## src/rtl/con3_pkg.sv

```systemverilog
// Shared definitions for the Pmod CON3 servo driver.
//   ANGLE_W    : width of the angle register written by the UART tester
//   angle_t    : angle type
//   ANGLE_MAX  : full-scale angle (0xFF)
//   state_t    : FSM state type; ST_IDLE / ST_RUN encodings
package con3_pkg;

  localparam int ANGLE_W = 8;
  typedef logic [ANGLE_W-1:0] angle_t;
  localparam angle_t ANGLE_MAX = 8'hFF;

  typedef logic [0:0] state_t;
  localparam state_t ST_IDLE = 1'b0;
  localparam state_t ST_RUN  = 1'b1;

endpackage

```

## src/rtl/con3_servo_driver_if.sv

```systemverilog
// Signal bundle between the servo driver and its user.
//   enable      : run PWM (level)
//   angle       : target angle, may change any cycle
//   servo       : PWM output to the CON3 pin
//   frame_start : one-cycle strobe on the first clk of each frame
//   cur_angle   : angle applied in the current frame
//   settled     : cur_angle matches the angle sampled at the last frame start
//   fsm_state   : debug view of the driver FSM
// Handshake: there is no valid/ready pair. enable and angle are levels the
// driver samples only at frame start; frame_start is the sole output
// qualifier -- cur_angle is valid from the frame_start cycle onward and
// settled from the cycle after it, both holding for the rest of the frame.
interface con3_servo_driver_if;
  import con3_pkg::*;

  logic   enable;
  angle_t angle;
  logic   servo;
  logic   frame_start;
  angle_t cur_angle;
  logic   settled;
  state_t fsm_state;

  modport master (
    output enable, angle,
    input  servo, frame_start, cur_angle, settled, fsm_state
  );

  modport slave (
    input  enable, angle,
    output servo, frame_start, cur_angle, settled, fsm_state
  );

endinterface

```

## src/rtl/con3_us_tick.sv

```systemverilog
// Microsecond prescaler.
//   clk, rst : clock, asynchronous active-high reset
//   run      : count while high; held at zero while low
//   tick     : one-clk pulse when the prescaler wraps (once per microsecond)
// CLK_HZ / 1_000_000 must be an integer >= 2.
module con3_us_tick #(
  parameter int CLK_HZ = 100_000_000
) (
  input  logic clk,
  input  logic rst,
  input  logic run,
  output logic tick
);

  localparam int DIV = CLK_HZ / 1_000_000;
  localparam int PW  = $clog2(DIV);
  localparam logic [PW-1:0] LAST = PW'(DIV - 1);

  logic [PW-1:0] presc;

  always_ff @(posedge clk or posedge rst) begin
    if (rst) begin
      presc <= '0;
    end else if (!run || presc == LAST) begin
      presc <= '0;
    end else begin
      presc <= presc + 1'b1;
    end
  end

  assign tick = run && (presc == LAST);

endmodule

```

## src/rtl/con3_servo_driver.sv

```systemverilog
// Servo PWM generator for one Pmod CON3 channel.
//   clk, rst : clock, asynchronous active-high reset
//   bus      : con3_servo_driver_if.slave (enable, angle in; servo,
//              frame_start, cur_angle, settled, fsm_state out)
// Each frame lasts PERIOD_US microseconds. The pulse is high for
// PULSE_MIN_US plus the number of whole microseconds k with
// k*255 < cur_angle*(PULSE_MAX_US-PULSE_MIN_US). The angle is taken only at
// frame start, so a running pulse is never altered. Dropping enable lets the
// current frame finish before returning to IDLE.
module con3_servo_driver
  import con3_pkg::*;
#(
  parameter int     CLK_HZ       = 100_000_000,
  parameter int     PERIOD_US    = 20000,
  parameter int     PULSE_MIN_US = 1000,
  parameter int     PULSE_MAX_US = 2000,
  parameter int     SLEW_STEP    = 0,
  parameter angle_t INIT_ANGLE   = 8'h80
) (
  input  logic clk,
  input  logic rst,
  con3_servo_driver_if.slave bus
);

  localparam int US_W = $clog2(PERIOD_US);
  localparam int SPAN = PULSE_MAX_US - PULSE_MIN_US;
  // (us - MIN) < 2^US_W and angle*SPAN < 255*PERIOD_US, so both products fit.
  localparam int PROD_W = US_W + ANGLE_W;
  localparam int STEP_W = ANGLE_W + 1;
  localparam int STEP_SAT = (SLEW_STEP > 255) ? 255 : SLEW_STEP;

  localparam logic [US_W-1:0]   US_LAST = US_W'(PERIOD_US - 1);
  localparam logic [PROD_W-1:0] MIN_P   = PROD_W'(PULSE_MIN_US);
  localparam logic [PROD_W-1:0] SPAN_P  = PROD_W'(SPAN);
  localparam logic [PROD_W-1:0] SCALE_P = PROD_W'(ANGLE_MAX);
  localparam logic [STEP_W-1:0] STEP_P  = STEP_W'(STEP_SAT);

  state_t          state;
  logic [US_W-1:0] us_cnt;
  angle_t          cur_angle;
  angle_t          tgt;
  angle_t          next_angle;
  angle_t          up_diff;
  angle_t          dn_diff;
  logic            servo_q;
  logic            fs_q;
  logic            settled_q;
  logic            run;
  logic            tick;
  logic            us_last;
  logic            start_frame;
  logic            pulse_on;
  logic [PROD_W-1:0] us_p;
  logic [PROD_W-1:0] lhs;
  logic [PROD_W-1:0] rhs;

  assign run = (state == ST_RUN);

  con3_us_tick #(.CLK_HZ(CLK_HZ)) u_tick (
    .clk  (clk),
    .rst  (rst),
    .run  (run),
    .tick (tick)
  );

  assign us_last = (us_cnt == US_LAST);
  // A frame starts on leaving IDLE, or at the end-of-frame wrap while enabled.
  assign start_frame = bus.enable && ((state == ST_IDLE) || (tick && us_last));

  // Slew: move toward the target by at most STEP_SAT; since the target lies
  // within 0x00..0xFF, clamping to it also gives the saturation.
  always_comb begin
    next_angle = bus.angle;
    up_diff    = bus.angle - cur_angle;
    dn_diff    = cur_angle - bus.angle;
    if (SLEW_STEP != 0) begin
      if (bus.angle > cur_angle && {1'b0, up_diff} > STEP_P) begin
        next_angle = cur_angle + STEP_P[ANGLE_W-1:0];
      end else if (bus.angle < cur_angle && {1'b0, dn_diff} > STEP_P) begin
        next_angle = cur_angle - STEP_P[ANGLE_W-1:0];
      end
    end
  end

  // Pulse comparator. lhs wraps when us_cnt < MIN, but that case is already
  // covered by the first term.
  always_comb begin
    us_p     = PROD_W'(us_cnt);
    lhs      = (us_p - MIN_P) * SCALE_P;
    rhs      = PROD_W'(cur_angle) * SPAN_P;
    pulse_on = (us_p < MIN_P) || (lhs < rhs);
  end

  always_ff @(posedge clk or posedge rst) begin
    if (rst) begin
      state     <= ST_IDLE;
      us_cnt    <= '0;
      cur_angle <= INIT_ANGLE;
      tgt       <= INIT_ANGLE;
      fs_q      <= 1'b0;
      settled_q <= 1'b0;
      servo_q   <= 1'b0;
    end else begin
      fs_q    <= start_frame;
      servo_q <= run && pulse_on;
      if (fs_q) begin
        settled_q <= (cur_angle == tgt);
      end
      if (start_frame) begin
        tgt       <= bus.angle;
        cur_angle <= next_angle;
      end
      case (state)
        ST_IDLE: begin
          if (bus.enable) begin
            state  <= ST_RUN;
            us_cnt <= '0;
          end
        end
        default: begin
          if (tick) begin
            if (us_last) begin
              us_cnt <= '0;
              if (!bus.enable) begin
                state <= ST_IDLE;
              end
            end else begin
              us_cnt <= us_cnt + 1'b1;
            end
          end
        end
      endcase
    end
  end

  assign bus.servo       = servo_q;
  assign bus.frame_start = fs_q;
  assign bus.cur_angle   = cur_angle;
  assign bus.settled     = settled_q;
  assign bus.fsm_state   = state;

endmodule

```

## src/flat_wrapper.sv

```systemverilog
// flat-port wrapper written by rule: the top's interface ports become plain ports
module con3_servo_driver_flat import con3_pkg::*;
#(
  parameter int     CLK_HZ       = 100_000_000,
  parameter int     PERIOD_US    = 20000,
  parameter int     PULSE_MIN_US = 1000,
  parameter int     PULSE_MAX_US = 2000,
  parameter int     SLEW_STEP    = 0,
  parameter angle_t INIT_ANGLE   = 8'h80
)
  (clk, rst, bus_enable, bus_angle, bus_servo, bus_frame_start, bus_cur_angle, bus_settled, bus_fsm_state);
  con3_servo_driver_if bus_i ();
  input  logic clk;
  input  logic rst;
  input wire logic [$bits(bus_i.enable)-1:0] bus_enable;
  input wire logic [$bits(bus_i.angle)-1:0] bus_angle;
  output wire logic [$bits(bus_i.servo)-1:0] bus_servo;
  output wire logic [$bits(bus_i.frame_start)-1:0] bus_frame_start;
  output wire logic [$bits(bus_i.cur_angle)-1:0] bus_cur_angle;
  output wire logic [$bits(bus_i.settled)-1:0] bus_settled;
  output wire logic [$bits(bus_i.fsm_state)-1:0] bus_fsm_state;
  assign bus_i.enable = bus_enable;
  assign bus_i.angle = bus_angle;
  assign bus_servo = bus_i.servo;
  assign bus_frame_start = bus_i.frame_start;
  assign bus_cur_angle = bus_i.cur_angle;
  assign bus_settled = bus_i.settled;
  assign bus_fsm_state = bus_i.fsm_state;
  con3_servo_driver #(.CLK_HZ(CLK_HZ), .PERIOD_US(PERIOD_US), .PULSE_MIN_US(PULSE_MIN_US), .PULSE_MAX_US(PULSE_MAX_US), .SLEW_STEP(SLEW_STEP), .INIT_ANGLE(INIT_ANGLE)) u_core (.clk(clk), .rst(rst), .bus(bus_i));
endmodule
```

## config.mk

```make
export PLATFORM = sky130hd
export DESIGN_NAME = con3_servo_driver_flat
export DESIGN_NICKNAME = d
export VERILOG_FILES = /design/src/rtl/con3_pkg.sv /design/src/rtl/con3_servo_driver_if.sv /design/src/rtl/con3_us_tick.sv /design/src/rtl/con3_servo_driver.sv /design/src/flat_wrapper.sv
export SDC_FILE = /design/constraint.sdc
export NUM_CORES = 1
export LEC_CHECK = 0
export ABC_AREA = 1
export ABC_CLOCK_PERIOD_IN_PS = 10650
export CAP_MARGIN = 15
export CORE_MARGIN = 2
export CORE_UTILIZATION = 55
export DETAILED_ROUTE_END_ITERATION = 7
export PLACE_DENSITY = 0.78
export REMOVE_ABC_BUFFERS = 1
export SYNTH_ARGS = -nofsm -noshare
export SYNTH_HDL_FRONTEND = slang
export SYNTH_SLANG_ARGS = --single-unit
```

## constraint.sdc

```tcl
create_clock -name clk -period 10.65 [get_ports clk]
set_clock_uncertainty 0.2 [all_clocks]
set_input_delay 3.195 -clock clk [delete_from_list [all_inputs] [get_ports clk]]
set_output_delay 3.195 -clock clk [all_outputs]
set_load 0.03 [all_outputs]
```

* After elaboration in Yosys (flattened, before gate mapping)
Cells that the tools add are included.
** Operators by class
- Muxes and demuxes :: 9
- Order comparisons :: 2
- Reductions and logical operators :: 10
- $mul :: 2
- Equal/unequal tests :: 3
- $add $sub $neg :: 3
- Bitwise gates (word level) :: 1
** Operators with widths (number)
- 15-bit 2-to-1 mux :: 4
- 23-bit by 18-bit less-than comparator with 1-bit output :: 1
- 23-bit by 8-bit multiplier with 23-bit output (second input constant) :: 1
- 15-bit by 10-bit subtractor with 16-bit output (second input constant) :: 1
- 15-bit by 1-bit adder with 15-bit output (second input constant) :: 1
- 15-bit equality test (second input constant) :: 1
- 15-bit by 10-bit less-than comparator with 1-bit output (second input constant) :: 1
- 8-bit by 7-bit multiplier with 15-bit output (second input constant) :: 1
- 7-bit by 1-bit adder with 7-bit output (second input constant) :: 1
- 7-bit equality test (second input constant) :: 1
- 7-bit 2-to-1 mux :: 1
- 1-bit logical AND :: 4
- 1-bit 2-to-1 mux :: 4
- 1-bit logical OR :: 3
- 2-bit inequality test (second input constant) :: 1
- 2-bit AND reduction :: 1
- 2-bit nonzero test :: 1
- 1-bit zero test :: 1
- 1-bit inverter :: 1
** Word-level totals
- Bits of input ports :: 11
- Logic and storage cells :: 37
- Bits in registers :: 34
- Output and inout bits :: 12

* Logic depth before layout (Yosys ltp)
Gate-level depths: netlist of run 1.
- Depth after elaboration :: 5
- Depth in mapped cells :: 37
- Depth with buffers taken out :: 37

* By module
Synthesis of run 1 repeated with hierarchy kept, for this count alone.
** Second synthesis, totals
- Cell total of the unflattened synthesis :: 892
- Area total of the unflattened synthesis :: 6995.5 µm²
** By module, submodules not included
- con3_servo_driver :: instances 1, cells each 847, seq. area each 676.9 µm², area each 6627.6 µm²
- con3_us_tick :: instances 1, cells each 45, seq. area each 175.2 µm², area each 367.9 µm²

* Worst setup path before layout of run 1
Ideal clock, no wire load.
- Path type :: reg2reg
- From :: reg u_core.us_cnt[3]
- To :: reg u_core.servo_q (netlist: u_core.bus.servo)
- Arrival time :: 6042 ps
- Period minus slack after synthesis :: 6316 ps
- Data required time :: 10376 ps
- Stages on the path, launching flop included :: 31
- Path buffers :: 0
- Setup slack :: 4334 ps
- Path through :: dfrtp_1 inv_1 ha_1 nor2_1 xor2_1 inv_1 ha_1 xnor2_1 fa_1 fa_1 inv_1 fa_1 inv_1 ha_1 a21oi_1 o21ai_0 a21oi_1 o21ai_0 xor2_1 ha_1 nand2_1 inv_1 nand3_1 inv_1 a21oi_1 nand2_1 a21oi_1 nand4_1 nor3_4 nand3_2 a21oi_2
** On the way
- Cells in the longest elaborated chain, start to end :: 5
- Elaborated cells between the ends (all ways) :: 6
** Ends and longest elaborated chain
- start, declared :: line con3_servo_driver.sv:39 : logic [US_W-1:0] us_cnt;
- start signal, assigned :: line con3_servo_driver.sv:128 : us_cnt <= us_cnt + 1'b1;
- 15-bit by 10-bit subtractor with 16-bit output :: line con3_servo_driver.sv:89 : lhs = (us_p - MIN_P) * SCALE_P;
- 23-bit by 8-bit multiplier with 23-bit output :: line con3_servo_driver.sv:89
- 23-bit by 18-bit less-than comparator with 1-bit output :: line con3_servo_driver.sv:91 : pulse_on = (us_p < MIN_P) || (lhs < rhs);
- 1-bit logical OR * :: line con3_servo_driver.sv:91
- 1-bit logical AND * :: line con3_servo_driver.sv:105 : servo_q <= run && pulse_on;
- end signal, assigned :: line con3_servo_driver.sv:105
- end, declared :: line con3_servo_driver.sv:45 : logic servo_q;
Mark *: on every way between the ends. The rest lies on a longest branch, timed or not.
A chain may end at the register's enable or synchronous reset.

* Final worst setup path of run 1
Same ends and word-level chain as after synthesis.

==> metrics.txt, run 1 <==
routability cong.=slightly below 0.9; Lkg Pwr=between 4 and 5 nW; diodes inserted=0; post-DP HPWL=between 10,000 and 15,000 um; input/output buffers=22; CTS tree=done; total track usage=0.232; Worst EP required=between 10 and 15 ns; maximum vdd drop=0.0540 mV; Root Buffer=clkbuf_16; antenna viol nets, final=0; part of the power in registers=0.452; Initial DRT Pass Iterations=6; Seq cells post-synth=34; Max-cap violations=0; DRC violations left=0; Initial Util=0.563; Mapped Area=between 6000 and 7000 um2; wire per inst=approximately 13 um; clock share of power=0.525; Int Power=0.226 mW; Die H=between 100 and 150 um; R2R setup slack=3.62 ns; fin crit share=0.660; CP Launch Type=flop; sequential fraction of the synthesis area=0.126; setup TNS=0 ns; Final #Nets=roughly 1.1k; Crit Reg-Reg Endpoint=u_core.bus.servo$_DFF_PP0_; global route overflow=0; worst r2r src=u_core.us_cnt[3]$_DFFE_PP0P_; crit-path most repeated cell=inv_1; vias per cell=between 5 and 6; initial drt markers=378; Clock transition at path regs=0.06 ns; r2r worst-path depth=28; Sw Ratio=0.212; status=completed; Worst Path Max Fanout=7; area delta synth->final=8.03%; max_slew headroom=0.525; Comb pwr share=0.023; die area=approximately 13,000 um2; die width=approximately 110 um; destination of the worst hold path=u_core.bus.settled$_DFFE_PP0P_; critical path type=flop to flop; unrepaired setup endpoints after global routing=no; Synth cell types=42; CTS sink cnt=34; final hold violation count=0; hold path depth=1; # rows=40; Setup Fix Bufs, Post-CTS=0; slowest cell delay on critical path=between 0.5 and 0.6 ns; cts hold-fix bufs=0; Vias=about 5.4k; Syn Area/Cell=7.97 um2; Hold WS=~0.26 ns; WP data arrival=about 7.1 ns; crit path time final=roughly 7.0 ns; critical path's slowest cell=fa_1; Final Max Tran Viols=0; Max Fclk=between 0.1 and 0.15 GHz; Post-Syn Instances=around 850; Pwr per Cell Area=slightly below 40 nW/um2; layout cell share with drive strength beyond 1=0.0513; initial antenna violation count=0; first-pass GRT wire length=24,800 um; largest net degree at the start of global routing=35; Ys Warns=0; # IOs=23; Hold/Removal Path Class=flop to flop; Slew @ Worst Pin=about 0.70 ns; Post-CTS Resized=0; CTS H-Tree Depth=2; Clock Path Buffers=2; hold_sp=u_core.bus.frame_start$_DFF_PP0_; switching pwr=between 0.06 and 0.07 mW; clock buffer count from CTS=5; critical path endpoint category=flop; Setup violations, final=0; Core Area=about 12,000 um2; final wirelength=13,800 um; vias in the first global route=between 5k and 6k; clk_lat worst skew=~0.29 ns
per-stage QoR:
stage | area, um2 | utilization | worst slack [ns] | std cells | power, mW
finish | 7310 | 0.608 | 3.62 | 1024 | 0.286
CTS | 7310 | 0.608 | 3.64 | 1024 | 0.288
global route | 7310 | 0.608 | 3.04 | 1024 | 0.296
floorplan | 6740 | - | 4.33 | 845 | 0.134
global placement | 7160 | 0.596 | 3.95 | 1016 | 0.139
detailed placement | 7160 | 0.596 | 3.68 | 1016 | 0.138
per-layer routing:
layer	vias up	routed length, um	GRT usage	share of wire
met3	27	610	0.0227	0.044
met4	0	478	0.0932	0.035
met1	2555	6450	0.327	0.47
li1	2710	-	-	-
met5	-	0	0	0
met2	120	6240	0.368	0.45
critical path: cells and delay by family (launching register included):
kind / cells / cell delay, ns
compound gates: 5 / 0.83
xor+xnor: 3 / 0.90
buf+inv: 5 / 0.47
flops: 1 / 0.51
fa+ha+maj: 7 / 2.81
simple gates: 8 / 1.24
kinds of logic (layout without fill, tap and decap cells):
kind of cell	count (synthesis)	after routing	share of synthesized area
fa+ha+maj	175	175	0.410
flops	34	34	0.126
xor+xnor	53	53	0.0686
compound gates	118	118	0.0999
simple gates	251	251	0.173
buf+inv	218	246	0.122
state kept, by name, summed over array words and instances (netlist names):
signal	flops
u_core.us_cnt	15
u_core.bus.cur_angle	8
u_core.bus.servo	1
u_core.bus.frame_start	1
u_core.u_tick.presc	7
u_core.bus.fsm_state	1
u_core.bus.settled	1
Yosys cell counts, drive strengths merged:
master / n / share of area
ha: 97 / 0.18
dfstp: 1 / 0.0039
o21ai: 37 / 0.027
clkbuf: 1 / 0.00055
a21o: 6 / 0.0068
nand2: 135 / 0.082
o31ai: 5 / 0.0063
nor2: 52 / 0.032
xnor2: 16 / 0.021
nor3: 6 / 0.0061
nand4: 9 / 0.0083
dfrtp: 33 / 0.12
xor2: 37 / 0.048
inv: 214 / 0.12
o211ai: 1 / 0.0011
fa: 78 / 0.23
o21bai: 4 / 0.0044
a22o: 1 / 0.0013
o21a: 4 / 0.0044
buf: 3 / 0.0030
o22ai: 8 / 0.0074
nand3: 40 / 0.036
or2: 3 / 0.0028
o311ai: 1 / 0.0013
a21oi: 49 / 0.037
nor4: 5 / 0.0046
o32ai: 2 / 0.0026
nand3b: 1 / 0.0011
how the worst max path moves through the flow:
stage | cells after the start | endpoint | from
after floorplan | 30 | u_core.bus.servo$_DFF_PP0_ | u_core.us_cnt[3]$_DFFE_PP0P_
after global placement | 28 | u_core.bus.servo$_DFF_PP0_ | u_core.us_cnt[3]$_DFFE_PP0P_
after detailed placement | 28 | u_core.bus.servo$_DFF_PP0_ | u_core.us_cnt[3]$_DFFE_PP0P_
after CTS | 28 | u_core.bus.servo$_DFF_PP0_ | u_core.us_cnt[3]$_DFFE_PP0P_
after global routing | 28 | u_core.bus.servo$_DFF_PP0_ | u_core.us_cnt[3]$_DFFE_PP0P_
final | 28 | u_core.bus.servo$_DFF_PP0_ | u_core.us_cnt[3]$_DFFE_PP0P_
layout by cell type, fill, tap and decap left out, drive strengths merged:
cell,count
a22o,1
o22ai,8
clkinv,1
o21a,4
nand3b,1
dfrtp,33
or2,3
xnor2,16
nor3,6
o21bai,4
buf,2
o21ai,37
o32ai,2
ha,97
o31ai,5
dfstp,1
nand2,135
o211ai,1
clkdlybuf4s50,22
nor4,5
clkbuf,7
a21o,6
xor2,37
nor2,52
a21oi,49
nand3,40
o311ai,1
nand4,9
inv,214
fa,78
power groups by stage:
stage               registers [mW]  logic (mW)  clock network, mW
floorplan                    0.132     0.00201                  0
global route                 0.129     0.00762              0.160
detailed placement           0.132     0.00694                  0
global placement             0.132     0.00698                  0
finish                       0.129     0.00669              0.150
CTS                          0.129     0.00695              0.152
area by class of cell:
type	instances	area [um2]
clock buffer	7	143
clock inverter	1	5.00
fill	1023	4700
inverter	214	803
multi-input combinational	597	5080
sequential	34	852
tap	147	184
timing repair buffer	24	235
Power figures use the tool's default switching activity.
==> run 2, diff against run 1 <==
- ABC_CLOCK_PERIOD_IN_PS: 10650 -> 5700
- PLACE_DENSITY: 0.78 -> 0.81
- clock period: 10.65 -> 5.7 ns (I/O delays scaled with it)
==> run 2 against run 1 <==
The flow now finishes with violations (design-rule violations, negative setup slack). Die area unchanged. Via count up 35%. Global-route usage up 11 points. Hold slack better by 0.0047 ns. Wire length up 82%. Clock-buffer cell count down 1. Sequential power up 87%. Final area up 24%. Non-clock buffer count up 145. Critical path depth up 5. Combinational power up 110%.
==> metrics.txt, run 2 (same netlist as run 1, synthesis figures left out) <==
Max Fclk=approximately 0.15 GHz; Non-Filler Instances=around 1.2k; final wirelength=25,000 um; global route overflow=0; post-DP HPWL=13,200 um; max_slew headroom=0.529; destination of the worst hold path=u_core.bus.settled$_DFFE_PP0P_; final worst setup slack=-0.768 ns; slowest cell delay on critical path=around 0.60 ns; hold path depth=1; dpl cells=1,130; die width=about 110 um; Crit Reg-Reg Endpoint=u_core.bus.servo$_DFF_PP0_; antenna viol nets, final=0; CP Launch Type=flop; worst r2r src=u_core.us_cnt[3]$_DFFE_PP0P_; # IOs=23; fin crit share=1.13; initial drt markers=between 1k and 1.5k; Core Area=approximately 12,000 um2; Filler cells=680; status=complete, but fails checks; Initial Util=0.563; dpl ws=-0.621 ns; crit path time final=6.47 ns; clk_lat worst skew=0.30 ns; Die H=around 110 um; Clock Path Buffers=2; Worst Path Max Fanout=4; layout cell share with drive strength beyond 1=0.289; Worst EP required=roughly 5.7 ns; total track usage=0.343; Hold/Removal Path Class=flop to flop; crit-path most repeated cell=inv_2; Initial DRT Pass Iterations=8; R2R setup slack=-0.77 ns; Final #Nets=between 1k and 1.5k; failing checks=design-rule violations, negative setup slack; critical path's slowest cell=fa_2; Root Buffer=clkbuf_16; first-pass GRT wire length=between 30,000 and 40,000 um; Final Max Tran Viols=0; Hold WS=between 0.2 and 0.3 ns; cts hold-fix bufs=0; final hold violation count=0; hold_sp=u_core.bus.frame_start$_DFF_PP0_; Multi-input gate area=approximately 5700 um2; DRC violations left=1; Max-cap violations=0; area delta synth->final=34.1%; commonest non-fill, non-tap cell in the layout=inv_1; vias in the first global route=7,232; # rows=40; critical path type=flop to flop; die area=13,200 um2; most frequent cells in the layout=187 x inv_1, 138 x buf_4, 104 x nand2_1, 81 x ha_1, 77 x fa_1; input/output buffers=22; FF+latch area=around 850 um2; initial antenna violation count=0; Setup violations, final=1; CTS tree=done; Pwr per Cell Area=65.4 nW/um2; clock buffer count from CTS=5; maximum vdd drop=between 0.1 and 0.15 mV; CTS H-Tree Depth=2; diodes inserted=0; wire per inst=~21 um; Vias=between 7k and 8k; critical path endpoint category=flop; unrepaired setup endpoints after global routing=yes; Biggest register=u_core.us_cnt; largest net degree at the start of global routing=35; Lkg Pwr=just under 5 nW; Slew @ Worst Pin=between 0.6 and 0.7 ns; CTS sink cnt=34; biggest regs=u_core.us_cnt x15, u_core.bus.cur_angle x8, u_core.u_tick.presc x7; Clock transition at path regs=about 0.070 ns; WP data arrival=between 6 and 7 ns; vias per cell=between 6 and 7; routability cong.=between 0.9 and 1; max FFs per register=15; r2r worst-path depth=33
==> run 2: worst max-delay path: cells and delay by family, from the launching register on <==
family / cells / cell delay (ns)
flops: 1 / 0.42
buf+inv: 9 / 0.69
simple gates: 11 / 1.45
fa+ha+maj: 7 / 2.74
xor+xnor: 1 / 0.24
compound gates: 5 / 0.64
==> run 2: metrics by stage <==
stage | TNS, ns | util | power, mW | cell area [um2]
global placement | -0.422 | 0.667 | 0.259 | 8020
floorplan | -0.616 | - | 0.250 | 6740
CTS | -0.212 | 0.732 | 0.588 | 8800
finish | -0.768 | 0.755 | 0.593 | 9070
detailed placement | -0.621 | 0.667 | 0.259 | 8020
global route | -0.854 | 0.755 | 0.602 | 9070
==> run 2: how the worst max path moves through the flow <==
stage | start | end | slack, ns
finish | u_core.us_cnt[3]$_DFFE_PP0P_ | u_core.bus.servo$_DFF_PP0_ | -0.77
global route | u_core.us_cnt[3]$_DFFE_PP0P_ | u_core.bus.servo$_DFF_PP0_ | -0.85
CTS | u_core.us_cnt[4]$_DFFE_PP0P_ | u_core.bus.servo$_DFF_PP0_ | -0.21
detailed placement | u_core.us_cnt[3]$_DFFE_PP0P_ | u_core.bus.servo$_DFF_PP0_ | -0.62
global placement | u_core.us_cnt[3]$_DFFE_PP0P_ | u_core.bus.servo$_DFF_PP0_ | -0.42
floorplan | u_core.us_cnt[3]$_DFFE_PP0P_ | u_core.bus.servo$_DFF_PP0_ | -0.62
==> run 2: layer usage <==
layer  up-vias  track usage  wire length, um
li1       2986            -                -
met2       664        0.583            11400
met4         0        0.202             2350
met3       269       0.0596             2550
met1      3377        0.408             8710
met5         -            0                0
==> run 2: layout make-up <==
class	count	area share
clock buffers	6	0.0153
repair buffers	169	0.151
flip-flops and latches	34	0.0940
multi-input cells	597	0.628
inverters	214	0.0885
clock inverters	1	0.00331
well taps	147	0.0203
==> run 2: what timing repair did <==
action,4_1_cts,5_1_grt
cloned,0,0
setup endpoints to repair,1,1
hold endpoints to repair,0,0
setup buffers,20,13
gates resized for setup,97,53
pin swaps,65,47
==> run 2: power breakdown <==
| group | total (mW) | leakage (nW) | internal, mW | switching [mW] |
|---|---|---|---|---|
| Clock | 0.338 | 0.0829 | 0.216 | 0.122 |
| Sequential | 0.241 | 0.357 | 0.241 | 0 |
| Combinational | 0.0139 | 4.39 | 0.00653 | 0.00737 |
